`src/rtl/voice_allocator_pkg.sv`:
```
// Shared types for the polyphonic voice allocator: slot/FSM state encodings,
// scan candidate ranking and the note-event record at default widths.
package audio_voice_pkg;

    localparam int DEF_INC_W  = 21;
    localparam int DEF_NOTE_W = 7;

    typedef enum logic [1:0] {
        SLOT_FREE    = 2'd0,
        SLOT_ACTIVE  = 2'd1,
        SLOT_RELEASE = 2'd2
    } slot_state_e;

    typedef enum logic [1:0] {
        FSM_IDLE   = 2'd0,
        FSM_SCAN   = 2'd1,
        FSM_COMMIT = 2'd2
    } fsm_state_e;

    // Higher value wins during the scan; equal values fall back to age or index.
    typedef enum logic [1:0] {
        CAND_STEAL   = 2'd0,
        CAND_RELEASE = 2'd1,
        CAND_FREE    = 2'd2,
        CAND_MATCH   = 2'd3
    } cand_class_e;

    typedef struct packed {
        logic                  on;
        logic [DEF_NOTE_W-1:0] note;
        logic [DEF_INC_W-1:0]  increment;
        logic [3:0]            voice_select;
    } voice_event_t;

endpackage

```
`src/rtl/voice_allocator_slot.sv`:
```
// One oscillator slot: holds note, stamp, increment and select, and runs its
// own release countdown. A commit write always overrides a same-cycle expiry.
module voice_slot
    import audio_voice_pkg::*;
#(
    parameter int INC_W   = DEF_INC_W,
    parameter int NOTE_W  = DEF_NOTE_W,
    parameter int AGE_W   = 8,
    parameter int REL_LEN = 4800
) (
    input  logic              clk,
    input  logic              rst_n,
    input  logic              wr_on,
    input  logic              wr_off,
    input  logic [NOTE_W-1:0] wr_note,
    input  logic [INC_W-1:0]  wr_inc,
    input  logic [3:0]        wr_sel,
    input  logic [AGE_W-1:0]  wr_stamp,
    output slot_state_e       state,
    output logic [NOTE_W-1:0] note,
    output logic [AGE_W-1:0]  stamp,
    output logic [INC_W-1:0]  inc,
    output logic [3:0]        sel
);

    localparam int CNT_W = (REL_LEN > 1) ? $clog2(REL_LEN) : 1;

    slot_state_e       state_q, state_d;
    logic [NOTE_W-1:0] note_q, note_d;
    logic [AGE_W-1:0]  stamp_q, stamp_d;
    logic [INC_W-1:0]  inc_q, inc_d;
    logic [3:0]        sel_q, sel_d;
    logic [CNT_W-1:0]  cnt_q, cnt_d;

    always_comb begin
        state_d = state_q;
        note_d  = note_q;
        stamp_d = stamp_q;
        inc_d   = inc_q;
        sel_d   = sel_q;
        cnt_d   = cnt_q;
        if (state_q == SLOT_RELEASE) begin
            if (cnt_q == '0) begin
                state_d = SLOT_FREE;
                inc_d   = '0;
                sel_d   = '0;
            end else begin
                cnt_d = cnt_q - 1'b1;
            end
        end
        if (wr_on) begin
            state_d = SLOT_ACTIVE;
            note_d  = wr_note;
            stamp_d = wr_stamp;
            inc_d   = wr_inc;
            sel_d   = wr_sel;
        end else if (wr_off) begin
            state_d = SLOT_RELEASE;
            cnt_d   = CNT_W'(REL_LEN - 1);
        end
    end

    always_ff @(posedge clk or negedge rst_n) begin
        if (!rst_n) begin
            state_q <= SLOT_FREE;
            note_q  <= '0;
            stamp_q <= '0;
            inc_q   <= '0;
            sel_q   <= '0;
            cnt_q   <= '0;
        end else begin
            state_q <= state_d;
            note_q  <= note_d;
            stamp_q <= stamp_d;
            inc_q   <= inc_d;
            sel_q   <= sel_d;
            cnt_q   <= cnt_d;
        end
    end

    assign state = state_q;
    assign note  = note_q;
    assign stamp = stamp_q;
    assign inc   = inc_q;
    assign sel   = sel_q;

endmodule

```
`src/rtl/voice_allocator.sv`:
```
// Polyphonic voice allocator: accepts note events, scans slots one per cycle,
// then commits to one slot. Define VOICE_STEAL_EN to steal the oldest ACTIVE slot.
module voice_allocator
    import audio_voice_pkg::*;
#(
    parameter int NUM_VOICES = 4,
    parameter int INC_W      = DEF_INC_W,
    parameter int NOTE_W     = DEF_NOTE_W,
    parameter int REL_LEN    = 4800,
    parameter int AGE_W      = 8
) (
    input  logic                        sample_clock,
    input  logic                        resetn,
    input  logic                        ev_valid,
    output logic                        ev_ready,
    input  logic                        ev_on,
    input  logic [NOTE_W-1:0]           ev_note,
    input  logic [INC_W-1:0]            ev_increment,
    input  logic [3:0]                  ev_voice_select,
    output logic [NUM_VOICES*INC_W-1:0] voice_increment,
    output logic [NUM_VOICES*4-1:0]     voice_select,
    output logic [NUM_VOICES-1:0]       voice_gate,
    output logic                        ev_dropped
);

    localparam int IDX_W = $clog2(NUM_VOICES);

    fsm_state_e        state_q, state_d;
    logic              ev_ready_q, ev_ready_d;
    logic              ev_dropped_q, ev_dropped_d;
    logic              ev_on_q, ev_on_d;
    logic [NOTE_W-1:0] ev_note_q, ev_note_d;
    logic [INC_W-1:0]  ev_inc_q, ev_inc_d;
    logic [3:0]        ev_sel_q, ev_sel_d;
    logic [IDX_W-1:0]  scan_idx_q, scan_idx_d;
    logic [IDX_W-1:0]  best_idx_q, best_idx_d;
    cand_class_e       best_class_q, best_class_d;
    logic [AGE_W-1:0]  best_age_q, best_age_d;
    logic              found_q, found_d;
    logic [AGE_W-1:0]  seq_q, seq_d;

    slot_state_e       slot_state [NUM_VOICES];
    logic [NOTE_W-1:0] slot_note  [NUM_VOICES];
    logic [AGE_W-1:0]  slot_stamp [NUM_VOICES];
    logic [INC_W-1:0]  slot_inc   [NUM_VOICES];
    logic [3:0]        slot_sel   [NUM_VOICES];
    logic [NUM_VOICES-1:0] wr_on, wr_off;

    for (genvar i = 0; i < NUM_VOICES; i++) begin : g_slot
        voice_slot #(
            .INC_W  (INC_W),
            .NOTE_W (NOTE_W),
            .AGE_W  (AGE_W),
            .REL_LEN(REL_LEN)
        ) u_slot (
            .clk     (sample_clock),
            .rst_n   (resetn),
            .wr_on   (wr_on[i]),
            .wr_off  (wr_off[i]),
            .wr_note (ev_note_q),
            .wr_inc  (ev_inc_q),
            .wr_sel  (ev_sel_q),
            .wr_stamp(seq_q),
            .state   (slot_state[i]),
            .note    (slot_note[i]),
            .stamp   (slot_stamp[i]),
            .inc     (slot_inc[i]),
            .sel     (slot_sel[i])
        );
        assign voice_increment[i*INC_W +: INC_W] = slot_inc[i];
        assign voice_select[i*4 +: 4]            = slot_sel[i];
        assign voice_gate[i]                     = (slot_state[i] == SLOT_ACTIVE);
    end

    slot_state_e      cur_state;
    logic             cur_match;
    logic [AGE_W-1:0] cur_age;
    logic             cand_valid;
    cand_class_e      cand_class;
    logic             cand_better;

    // Rank the slot under the scan index against the best candidate so far.
    always_comb begin
        cur_state  = slot_state[scan_idx_q];
        cur_match  = (slot_note[scan_idx_q] == ev_note_q);
        cur_age    = seq_q - slot_stamp[scan_idx_q];
        cand_valid = 1'b0;
        cand_class = CAND_STEAL;
        if (cur_state == SLOT_ACTIVE && cur_match) begin
            cand_valid = 1'b1;
            cand_class = CAND_MATCH;
        end else if (ev_on_q) begin
            if (cur_state == SLOT_FREE) begin
                cand_valid = 1'b1;
                cand_class = CAND_FREE;
            end else if (cur_state == SLOT_RELEASE) begin
                cand_valid = 1'b1;
                cand_class = CAND_RELEASE;
            end else begin
`ifdef VOICE_STEAL_EN
                cand_valid = 1'b1;
                cand_class = CAND_STEAL;
`else
                cand_valid = 1'b0;
`endif
            end
        end
        cand_better = cand_valid &&
                      (!found_q || (cand_class > best_class_q) ||
                       ((cand_class == best_class_q) &&
                        (cand_class == CAND_RELEASE || cand_class == CAND_STEAL) &&
                        (cur_age > best_age_q)));
    end

    always_comb begin
        state_d      = state_q;
        ev_ready_d   = ev_ready_q;
        ev_dropped_d = 1'b0;
        ev_on_d      = ev_on_q;
        ev_note_d    = ev_note_q;
        ev_inc_d     = ev_inc_q;
        ev_sel_d     = ev_sel_q;
        scan_idx_d   = scan_idx_q;
        best_idx_d   = best_idx_q;
        best_class_d = best_class_q;
        best_age_d   = best_age_q;
        found_d      = found_q;
        seq_d        = seq_q;
        wr_on        = '0;
        wr_off       = '0;
        case (state_q)
            FSM_IDLE: begin
                ev_ready_d = 1'b1;
                if (ev_valid && ev_ready_q) begin
                    ev_on_d    = ev_on;
                    ev_note_d  = ev_note;
                    ev_inc_d   = ev_increment;
                    ev_sel_d   = ev_voice_select;
                    scan_idx_d = '0;
                    found_d    = 1'b0;
                    ev_ready_d = 1'b0;
                    state_d    = FSM_SCAN;
                end
            end
            FSM_SCAN: begin
                ev_ready_d = 1'b0;
                if (cand_better) begin
                    found_d      = 1'b1;
                    best_idx_d   = scan_idx_q;
                    best_class_d = cand_class;
                    best_age_d   = cur_age;
                end
                if (scan_idx_q == IDX_W'(NUM_VOICES - 1)) begin
                    ev_dropped_d = !found_d;
                    state_d      = FSM_COMMIT;
                end else begin
                    scan_idx_d = scan_idx_q + 1'b1;
                end
            end
            FSM_COMMIT: begin
                if (found_q) begin
                    wr_on[best_idx_q]  = ev_on_q;
                    wr_off[best_idx_q] = !ev_on_q;
                    if (ev_on_q) begin
                        seq_d = seq_q + 1'b1;
                    end
                end
                ev_ready_d = 1'b1;
                state_d    = FSM_IDLE;
            end
            default: begin
                state_d = FSM_IDLE;
            end
        endcase
    end

    always_ff @(posedge sample_clock or negedge resetn) begin
        if (!resetn) begin
            state_q      <= FSM_IDLE;
            ev_ready_q   <= 1'b0;
            ev_dropped_q <= 1'b0;
            ev_on_q      <= 1'b0;
            ev_note_q    <= '0;
            ev_inc_q     <= '0;
            ev_sel_q     <= '0;
            scan_idx_q   <= '0;
            best_idx_q   <= '0;
            best_class_q <= CAND_STEAL;
            best_age_q   <= '0;
            found_q      <= 1'b0;
            seq_q        <= '0;
        end else begin
            state_q      <= state_d;
            ev_ready_q   <= ev_ready_d;
            ev_dropped_q <= ev_dropped_d;
            ev_on_q      <= ev_on_d;
            ev_note_q    <= ev_note_d;
            ev_inc_q     <= ev_inc_d;
            ev_sel_q     <= ev_sel_d;
            scan_idx_q   <= scan_idx_d;
            best_idx_q   <= best_idx_d;
            best_class_q <= best_class_d;
            best_age_q   <= best_age_d;
            found_q      <= found_d;
            seq_q        <= seq_d;
        end
    end

    assign ev_ready   = ev_ready_q;
    assign ev_dropped = ev_dropped_q;

endmodule

```
`config.mk`:
```
export PLATFORM = sky130hd
export DESIGN_NAME = voice_allocator
export DESIGN_NICKNAME = d
export VERILOG_FILES = /design/src/rtl/voice_allocator_pkg.sv /design/src/rtl/voice_allocator_slot.sv /design/src/rtl/voice_allocator.sv
export SDC_FILE = /design/constraint.sdc
export NUM_CORES = 1
export LEC_CHECK = 0
export ABC_CLOCK_PERIOD_IN_PS = 7950
export CORE_UTILIZATION = 40
export CTS_BUF_LIST = sky130_fd_sc_hd__clkbuf_4 sky130_fd_sc_hd__clkbuf_8
export DETAILED_ROUTE_END_ITERATION = 8
export GPL_TIMING_DRIVEN = 0
export PLACE_DENSITY = 0.7
export SLEW_MARGIN = 20
export SYNTH_ARGS = -nofsm -noshare
export SYNTH_HDL_FRONTEND = slang
export SYNTH_SLANG_ARGS = --single-unit
```
`constraint.sdc`:
```
create_clock -name sample_clock -period 7.95 [get_ports sample_clock]
set_input_delay 1.59 -clock sample_clock [delete_from_list [all_inputs] [get_ports sample_clock]]
set_output_delay 1.59 -clock sample_clock [all_outputs]
set_load 0.01 [all_outputs]
```
==> key figures <==
Place
  • Dpl ws: 2.682 ns
  • GP Congestion: 0.7989
  • Inst Count DP: 1,486
  • Hpwl dp: 20,000 um
  • Placed Area: 14,190 sq um
  • Port buffer count: 141

Layout
  • Final nets: 1,207
  • FILL cells: 2,603
  • Area grow syn2layout: 23.73%
  • Most frequent cells in the layout: dfrtp_1, clkdlybuf4s50_1, a22o_1
  • Diode count: 0
  • Fin area: 15,140 sq um
  • Commonest non-fill, non-tap cell in the layout: dfrtp_1
  • Layout cells sized above 1: 18.72%
  • Cell Count, Final, Fillers Out: 1,565

CTS
  • H-tree depth: 2
  • Num CTS Buffers: 45
  • Worst-path clk slew: 0.06 ns
  • CTS tree: built
  • Post-CTS setup repair buffer count: 0
  • Clock latency on the worst-skew pair: 0.58 ns
  • Total clock sinks: 280
  • Clk root buf: clkbuf_8
  • Post-cts resize count: 0
  • CTS Buffer Depth: 3
  • Hold_buf cts: 0

Job
  • Max Cap Viol: 0

Timing
  • Fin Clk Skew: 0.04313 ns
  • Min Tclk post-route: 5.236 ns
  • Slew Limit Fails: 0
  • Final Hold Viols: 0
  • Worst rel slew slack: 30.61%
  • Setup violators final: 0
  • Least-Margin Pin Slew: 1.026 ns
  • Setup TNS: 0 ns
  • Final period util: 65.86%
  • Max Fclk: 191.0 MHz
  • Unrepaired setup endpoints after global routing: no
  • Final WS setup: 2.714 ns

Synthesis
  • Register area share after synthesis: 57.28%
  • Yosys reg bits: 280
  • Mean Syn Cell Area: 12.84 sq um
  • Ys async rst share: 100.0%
  • Post-synth cell types: 59
  • Post-synth EDFFs: 0
  • Cell Area, Synth: 12,230 sq um
  • Mapped Nets: 1,017
  • Mapped Cells: 953
  • Ys Warns: 0
  • Top_reg_cell synth: dfrtp_1

Global routing
  • Global route overflow: 0
  • Number of global-route vias before repair: 8,558
  • GRT Total Usage: 19.21%
  • Initial antenna violation count: 0
  • Largest net degree at the start of global routing: 100
  • First-pass GRT wire length: 46,930 um

Floorplan
  • Die width: 176.9 um
  • Top Ports: 142
  • Height of the chip: 176.9 um
  • Die area: 31,290 sq um
  • Core area: 29,870 sq um
  • Cell Rows: 63
  • Initial core utilization: 40.95%

Worst setup path
  • Critical path launch point type: flop
  • Worst EP arrival: 5.66 ns
  • Critical path fanouts, max: 10
  • Crit Path Class: reg2reg
  • WP data required: 8.37 ns
  • Worst Setup End Kind: flop

Routing
  • Drt wl/cell: 18.75 um
  • WL final: 29,340 um
  • Number of DRC markers in iteration 0: 452
  • Post-DRT Antenna Nets: 0
  • Drt drc: 0
  • Vias per cell: 5.286
  • Detailed-route via count: 8,273
  • DR pass1 iterations: 5

Run status
  • Status: finished clean

Power and ir drop
  • Sequential power share: 43.1%
  • Switching power share of the total: 33.67%
  • Pleak: 7.066 nW
  • Combinational share of power: 30.5%
  • Pwr/cell area: 322.1 nW/um^2
  • Switching power: 0.001642 W
  • Worst VDD drop: 0.0001585 V
  • Clock power frac: 26.4%
  • Pint: 0.003234 W

Min path
  • Type of the most critical hold path: reg2reg
state kept, by name (all words and copies together), names as in the netlist, 7 cells and up:
| signal | count |
|---|---|
| ev_note_q | 7 |
| ev_inc_q | 21 |
| g_slot.u_slot.stamp | 32 |
| g_slot.u_slot.note | 28 |
| g_slot.u_slot.inc | 84 |
| g_slot.u_slot.sel | 16 |
| g_slot.u_slot.state | 8 |
| g_slot.u_slot.cnt_q | 52 |
| best_age_q | 8 |
| seq_q | 8 |
metrics by stage:
stage | util (%) | hold WS (ns) | total power, W
floorplan | - | 0.4496 | 0.003026
global placement | 47.30 | 0.4634 | 0.003567
detailed placement | 47.51 | 0.4673 | 0.003609
CTS | 50.66 | 0.4891 | 0.004925
global route | 50.66 | 0.5071 | 0.005169
finish | 50.66 | 0.4902 | 0.004876
logic make-up (layout without fill, tap and decap cells):
| family | Yosys count | count (layout) | synth area share (%) |
|---|---|---|---|
| AO/OA/AOI/OAI | 174 | 174 | 11.27 |
| adder cells (fa/ha/maj) | 28 | 28 | 2.925 |
| flip-flops | 280 | 280 | 57.28 |
| XOR/XNOR | 56 | 56 | 4.009 |
| multiplexers | 130 | 130 | 13.16 |
| buffers and inverters | 78 | 300 | 2.608 |
| AND/OR/NAND/NOR | 207 | 207 | 8.745 |
worst max-delay path, cell delays in order, from the launching register on:
cell and delay (ns):
dfrtp_1 0.48, buf_6 0.21, buf_1 0.69, mux4_2 0.59, inv_1 0.12, ha_1 0.25, nor2b_1 0.13, o21ai_0 0.18
a21oi_1 0.13, o41ai_1 0.31, xnor2_1 0.14, ha_1 0.31, nand4_1 0.13, a21o_1 0.18, a2111oi_0 0.34, o21ai_0 0.20
nor2_2 0.17, buf_6 0.21, mux2_4 0.31
area by class of cell:
class	instances	area, sq um	share of cell area, %
plain buffers	44	191.4	1.265
clock buffers	67	847.1	5.596
clock inverters	12	96.34	0.6365
inverters	34	127.6	0.8432
multi-input cells	595	4907	32.42
flip-flops and latches	280	7007	46.29
well taps	390	488.0	3.224
repair buffers	143	1471	9.721
path summary, 6_finish.rpt:
kind | to | slack [ns] | start | cells after the start
worst min-delay path | g_slot[2].u_slot.cnt_q[12] | 0.49 | g_slot[2].u_slot.cnt_q[12] | 1
worst max-delay path | best_idx_q[1] | 2.71 | scan_idx_q[0] | 18
worst min register to register | g_slot[2].u_slot.cnt_q[12] | 0.49 | g_slot[2].u_slot.cnt_q[12] | 1
max in group asynchronous | g_slot[2].u_slot.sel[2] | 5.54 | resetn | 3
worst max register to register | best_idx_q[1] | 2.71 | scan_idx_q[0] | 18
min in group asynchronous | g_slot[3].u_slot.note[3] | 1.05 | resetn | 1
synthesized netlist by cell type (4+ instances only):
cell type | count | area [sq um]
inv_1 | 34 | 127.6
mux4_2 | 12 | 270.3
mux2i_1 | 15 | 150.1
ha_1 | 27 | 337.8
nor3_1 | 12 | 60.06
nand3_1 | 10 | 50.05
nand3b_1 | 4 | 30.03
nand2_1 | 65 | 244.0
a21oi_1 | 16 | 80.08
o211ai_1 | 4 | 30.03
nor4_1 | 8 | 50.05
o21ai_0 | 20 | 100.1
clkbuf_1 | 35 | 131.4
or3_1 | 10 | 62.56
a21o_1 | 9 | 67.56
dfrtp_1 | 280 | 7007
nand4_1 | 7 | 43.79
xor2_1 | 15 | 131.4
mux2_2 | 95 | 1070
xnor2_1 | 41 | 359.1
nor2b_1 | 14 | 87.58
a22o_1 | 100 | 875.8
nor2_1 | 46 | 172.7
and3_1 | 8 | 50.05
mux2_4 | 8 | 120.1
power groups by stage:
stage	combinational (W)	clock, W	sequential, W
after floorplan	0.000980	0	0.00205
after global placement	0.00145	0	0.00211
after detailed placement	0.00149	0	0.00212
after CTS	0.00150	0.00132	0.00210
after global routing	0.00164	0.00138	0.00215
final	0.00149	0.00129	0.00210
metal layers:
layer  share of wire, %  vias to the layer above  GRT usage, %
li1                   -                     3836             -
met1                 44                     4185         25.41
met2                 46                      205         30.44
met3                7.7                       47         5.885
met4                1.7                        0         5.388
met5                  0                        -             0
Power figures use the tool's default switching activity.
